==> src/rtl/change_dispenser_if.sv <==
// Bundle between the vending FSM, the change dispenser and the coin hopper.
// Handshakes: cambio_valid is a one-cycle strobe taken only while ready=1;
// coin_req/coin_ack is 4-phase (req up, ack up, req down, ack down).
interface change_dispenser_if #(
  parameter int AMT_W = 5
);
  logic [AMT_W-1:0] cambio;
  logic             cambio_valid;
  logic             ready;
  logic             coin_req;
  logic [1:0]       coin_code;
  logic             coin_ack;
  logic             done;
  logic             error;
  logic [AMT_W-1:0] residual;
  logic [2:0]       dbg_state;

  modport master (
    output cambio, cambio_valid, coin_ack,
    input  ready, coin_req, coin_code, done, error, residual, dbg_state
  );

  modport slave (
    input  cambio, cambio_valid, coin_ack,
    output ready, coin_req, coin_code, done, error, residual, dbg_state
  );
endinterface

==> src/rtl/change_dispenser.sv <==
// Pays a change amount out as individual 2/3/4-unit coin-eject requests.
// Optional hopper-ack watchdog enabled by defining DISPENSE_TIMEOUT_EN.
module change_dispenser #(
  parameter int AMT_W          = 5,
  parameter int TIMEOUT_CYCLES = 255
) (
  input logic              clk,
  input logic              rst,
  change_dispenser_if.slave bus
);

  typedef enum logic [2:0] {
    IDLE   = 3'd0,
    SELECT = 3'd1,
    REQ    = 3'd2,
    GAP    = 3'd3,
    DONE   = 3'd4
  } state_t;

  state_t           state;
  logic [AMT_W-1:0] rem;
  logic [AMT_W-1:0] coin_val;
  logic [1:0]       pick;
  logic             ready_r;
  logic             coin_req_r;
  logic [1:0]       coin_code_r;
  logic             done_r;
  logic             error_r;
  logic [AMT_W-1:0] residual_r;

  if (TIMEOUT_CYCLES < 1) begin : g_bad_timeout
    $error("TIMEOUT_CYCLES must be at least 1");
  end

`ifdef DISPENSE_TIMEOUT_EN
  localparam int TW = $clog2(TIMEOUT_CYCLES + 1);
  localparam logic [TW-1:0] TMO_LAST = TW'(TIMEOUT_CYCLES - 1);
  logic [TW-1:0] tmo_cnt;
`endif

  // Coin choice never leaves exactly 1 unit behind, so any amount >= 2 is payable.
  always_comb begin
    pick = 2'b00;
    if (rem >= AMT_W'(4) && rem != AMT_W'(5))      pick = 2'b11;
    else if (rem >= AMT_W'(3) && rem != AMT_W'(4)) pick = 2'b10;
    else if (rem >= AMT_W'(2))                     pick = 2'b01;
  end

  // Code 01/10/11 maps to 2/3/4 units.
  assign coin_val = AMT_W'(coin_code_r) + AMT_W'(1);

  always_ff @(posedge clk) begin
    if (rst) begin
      state       <= IDLE;
      rem         <= '0;
      ready_r     <= 1'b1;
      coin_req_r  <= 1'b0;
      coin_code_r <= 2'b00;
      done_r      <= 1'b0;
      error_r     <= 1'b0;
      residual_r  <= '0;
`ifdef DISPENSE_TIMEOUT_EN
      tmo_cnt     <= '0;
`endif
    end else begin
`ifdef DISPENSE_TIMEOUT_EN
      tmo_cnt <= '0;
`endif
      case (state)
        IDLE: begin
          if (bus.cambio_valid) begin
            rem        <= bus.cambio;
            residual_r <= '0;
            ready_r    <= 1'b0;
            state      <= SELECT;
          end
        end
        SELECT: begin
          if (pick != 2'b00) begin
            coin_code_r <= pick;
            coin_req_r  <= 1'b1;
            state       <= REQ;
          end else begin
            // rem is 0 (clean finish) or 1 (unpayable residue).
            done_r     <= 1'b1;
            error_r    <= (rem != '0);
            residual_r <= rem;
            state      <= DONE;
          end
        end
        REQ: begin
          if (bus.coin_ack) begin
            coin_req_r  <= 1'b0;
            coin_code_r <= 2'b00;
            rem         <= rem - coin_val;
            state       <= GAP;
          end
`ifdef DISPENSE_TIMEOUT_EN
          else if (tmo_cnt == TMO_LAST) begin
            coin_req_r  <= 1'b0;
            coin_code_r <= 2'b00;
            done_r      <= 1'b1;
            error_r     <= 1'b1;
            residual_r  <= rem;
            state       <= DONE;
          end else begin
            tmo_cnt <= tmo_cnt + 1'b1;
          end
`endif
        end
        GAP: begin
          if (!bus.coin_ack) begin
            state <= SELECT;
          end
`ifdef DISPENSE_TIMEOUT_EN
          else if (tmo_cnt == TMO_LAST) begin
            done_r     <= 1'b1;
            error_r    <= 1'b1;
            residual_r <= rem;
            state      <= DONE;
          end else begin
            tmo_cnt <= tmo_cnt + 1'b1;
          end
`endif
        end
        DONE: begin
          done_r  <= 1'b0;
          error_r <= 1'b0;
          ready_r <= 1'b1;
          state   <= IDLE;
        end
        default: state <= IDLE;
      endcase
    end
  end

  assign bus.ready     = ready_r;
  assign bus.coin_req  = coin_req_r;
  assign bus.coin_code = coin_code_r;
  assign bus.done      = done_r;
  assign bus.error     = error_r;
  assign bus.residual  = residual_r;
  assign bus.dbg_state = state;

endmodule

==> src/flat_wrapper.sv <==
// flat-port wrapper written by rule: the top's interface ports become plain ports
module change_dispenser_flat 
#(
  parameter int AMT_W          = 5,
  parameter int TIMEOUT_CYCLES = 255
)
  (clk, rst, bus_cambio, bus_cambio_valid, bus_coin_ack, bus_ready, bus_coin_req, bus_coin_code, bus_done, bus_error, bus_residual, bus_dbg_state);
  change_dispenser_if #(.AMT_W(AMT_W)) bus_i ();
  input logic clk;
  input logic rst;
  input wire logic [$bits(bus_i.cambio)-1:0] bus_cambio;
  input wire logic [$bits(bus_i.cambio_valid)-1:0] bus_cambio_valid;
  input wire logic [$bits(bus_i.coin_ack)-1:0] bus_coin_ack;
  output wire logic [$bits(bus_i.ready)-1:0] bus_ready;
  output wire logic [$bits(bus_i.coin_req)-1:0] bus_coin_req;
  output wire logic [$bits(bus_i.coin_code)-1:0] bus_coin_code;
  output wire logic [$bits(bus_i.done)-1:0] bus_done;
  output wire logic [$bits(bus_i.error)-1:0] bus_error;
  output wire logic [$bits(bus_i.residual)-1:0] bus_residual;
  output wire logic [$bits(bus_i.dbg_state)-1:0] bus_dbg_state;
  assign bus_i.cambio = bus_cambio;
  assign bus_i.cambio_valid = bus_cambio_valid;
  assign bus_i.coin_ack = bus_coin_ack;
  assign bus_ready = bus_i.ready;
  assign bus_coin_req = bus_i.coin_req;
  assign bus_coin_code = bus_i.coin_code;
  assign bus_done = bus_i.done;
  assign bus_error = bus_i.error;
  assign bus_residual = bus_i.residual;
  assign bus_dbg_state = bus_i.dbg_state;
  change_dispenser #(.AMT_W(AMT_W), .TIMEOUT_CYCLES(TIMEOUT_CYCLES)) u_core (.clk(clk), .rst(rst), .bus(bus_i));
endmodule
==> config.mk <==
export PLATFORM = sky130hd
export DESIGN_NAME = change_dispenser_flat
export DESIGN_NICKNAME = d
export VERILOG_FILES = /design/src/rtl/change_dispenser_if.sv /design/src/rtl/change_dispenser.sv /design/src/flat_wrapper.sv
export SDC_FILE = /design/constraint.sdc
export NUM_CORES = 1
export LEC_CHECK = 0
export BUFFER_PORTS_ARGS = -buffer_cell sky130_fd_sc_hd__buf_2
export CORE_MARGIN = 3
export CORE_UTILIZATION = 46
export DETAILED_ROUTE_END_ITERATION = 8
export HOLD_SLACK_MARGIN = 0.03
export PLACE_DENSITY = 0.73
export SETUP_SLACK_MARGIN = 0.4
export SYNTH_ARGS = -nofsm -noshare
export SYNTH_HDL_FRONTEND = slang
export SYNTH_SLANG_ARGS = --single-unit
==> constraint.sdc <==
create_clock -name clk -period 1.81 [get_ports clk]
set_clock_uncertainty 0.15 [all_clocks]
set_input_delay 0.181 -clock clk [delete_from_list [all_inputs] [get_ports clk]]
set_output_delay 0.181 -clock clk [all_outputs]
set_load 0.1 [all_outputs]
==> metrics.txt <==
Reg power frac 34.5%; root buf cell clkbuf_4; Req. time, crit path 1910 ps; die height 51.8 um; row count 15; relative slew slack 67.9%; core area 0.00186 mm^2; average wire per standard cell 15.3 um; Synth Warn # 0; failing checks negative setup slack; DR vias 954; clk slew on worst S/H paths 120 ps; dpl ws -24.8 ps; Die Wd 51.8 um; Util after Layout 80.7%; first-pass GRT wire length 4150 um; layout cells sized above 1 53.1%; HPWL after DPL 1660 um; Peak VDD IR 712 uV; Comb pwr share 49.8%; antenna violations before repair 0; Synth Register Bits 19; fmax 552 MHz; pin count of the biggest net entering global routing 21; initial core utilization 52.0%; crit start category flip-flop; synthesis-to-layout area growth 55.2%; initial DRC count 15; min-delay worst type input port to flip-flop; area of the mapped netlist 966 um^2; CP Class flip-flop to flip-flop; Pwr Total 1.44 mW; Net Switching 0.600 mW; buffer depth of the longest clock path 2; Final Setup Violations 1; post-synthesis cell type count 35; largest area contributor in the netlist dfxtp_1; status finished with violations; Cell Pwr Density 958 mW/mm^2; CP max FO 4; CTS Buf Count 3; sw frac 41.8%; hold path start bus_cambio[2]; GP Congestion 0.825; Max Slew Vio Count 0; Die ar. 0.00269 mm^2; Final ANT Viol Nets 0; port bufs 22; Int Pwr 0.836 mW; Fillers 126; final hold violation count 0; WL final 2570 um; maxcap violations 0; share of the synthesized area in the top cell type 39.4%; Vias/cell 5.68; final worst path period share 100%; via count of the first global-routing pass 918; worst skew pair latency 290 ps; register area share after synthesis 39.4%; final worst path period need 1810 ps; RSZ-0062 raised after global routing yes; CTS tree yes; Synth Instances 108; Synth area leaders dfxtp_1 39%, ha_1 5.2%, a211oi_1 4.7%, nor2_1 4.3%, nor3_1 3.6%; Setup crit start u_core.bus.coin_code[0]; final setup margin -1.84 ps; final-stage net count 158; Crit. End Element flip-flop; clock power share 15.7%; Post-Syn Nets 122; Data arrival, critical path 1910 ps; DRC errors left 0; Pleak 0.587 nW; H-tree Lvls 1; Worst-Margin Slew 485 ps; grt total ovfl 0; CTS Sinks 19; # diodes 0; global-route usage over all layers 20.4%; Setup TNS -1.84 ps; First-pass DRT Iterations 4; worst hold margin 28.2 ps; Synth Area per Inst 8.94 um^2; Worst R2R Start u_core.bus.coin_code[0]; # IOs 23
==> layout by cell type, fill, tap and decap left out, types with 2 or more instances in the layout <==
cell type      netlist  routed
inv_1                7       5
nor2_2               0       2
dfxtp_4              0       5
nor2_1              11       7
nand3b_1             2       2
nand2b_1             3       2
buf_4                0      11
a21oi_1              4       3
nor3b_1              4       4
nor3_2               0       2
dfxtp_2              0       5
a211oi_1             6       3
buf_2                1       9
o21ai_0              2       2
nand2_1              7       6
nor3_1               7       5
a211oi_2             0       2
clkbuf_4             0       9
ha_4                 0       3
dlygate4sd3_1        0       2
inv_4                0       2
buf_12               0       3
dfxtp_1             19       9
buf_6                1       5
nor2_4               0       2
o2bb2ai_1            2       2
==> registers in the layout, summed over array words and instances, names as in the netlist <==
signal,cells
u_core.bus.coin_code,2
u_core.bus.coin_req,1
u_core.bus.dbg_state,3
u_core.bus.done,1
u_core.bus.error,1
u_core.bus.ready,1
u_core.bus.residual,5
u_core.rem,5
==> per-layer routing <==
metal	track usage (%)	routed length, um	vias up
met3	2.87	158	4
met1	25.4	1140	449
li1	-	-	467
met2	36.2	1250	34
met5	0	0	-
met4	5.24	24	0
==> critical path, cell delays in order (launching register included) <==
cell and delay (ps):
dfxtp_4 380, ha_4 280, fa_2 240, nor2b_4 50, or4_1 400, o21ai_1 140, a32o_1 140
==> timing repair <==
action,in CTS,in global routing
hold buffers,2,0
buffers inserted,3,1
gates resized for setup,35,20
pin swaps,3,3
hold endpoints to repair,2,0
endpoints found under the setup margin,23,28
==> power by group through the flow <==
stage	registers (mW)	clock network, mW	logic [mW]
after global placement	0.497	0	0.539
after detailed placement	0.499	0	0.542
after floorplan	0.659	0	0.270
after CTS	0.492	0.229	0.644
after global routing	0.500	0.243	0.770
final	0.495	0.225	0.715
==> cells in the mapped netlist, drive strengths merged <==
library cell  number
mux2i              1
nor4               1
nor3               7
a31oi              2
and2               1
a21oi              4
nand3b             2
o31a               1
dfxtp             19
nand2b             3
o2bb2ai            2
or3b               1
or4                2
o32ai              1
nor3b              4
nor2b              2
a2111oi            2
inv                7
buf                2
o31ai              1
mux2               1
nand2              7
or3                1
maj3               1
ha                 4
a221o              1
o21ai              3
a32o               1
a311oi             2
nor2              11
fa                 1
a211oi             6
clkbuf             4
==> final timing paths <==
| path | endpoint | slack, ps | cells after the start |
|---|---|---|---|
| worst max-delay path | u_core.rem[4] | -2 | 6 |
| worst min-delay path | u_core.rem[2] | 30 | 3 |
| worst max register to register | u_core.rem[4] | -2 | 6 |
| worst min register to register | u_core.bus.residual[0] | 330 | 2 |
==> cells by family after synthesis <==
| group | Yosys count | synth area share, % |
|---|---|---|
| simple gates | 42 | 24.5 |
| compound gates | 26 | 19.7 |
| flops | 19 | 39.4 |
| buf+inv | 13 | 5.96 |
| fa+ha+maj | 6 | 8.29 |
| mux | 2 | 2.20 |
==> metrics by stage <==
stage | std cells | area (um^2)
finish | 168 | 1500
global route | 168 | 1500
CTS | 167 | 1410
detailed placement | 158 | 1220
global placement | 158 | 1220
floorplan | 108 | 1070
==> cell type report <==
class,instances,area (um^2),share of cell area [%]
clock buffers,3,22.5,1.50
inverters,7,28.8,1.92
multi-input cells,76,681,45.4
clock inverters,1,6.26,0.417
repair buffers,37,324,21.6
flip-flops and latches,19,405,27.0
well taps,25,31.3,2.09
(Power assumes the default switching activity.)
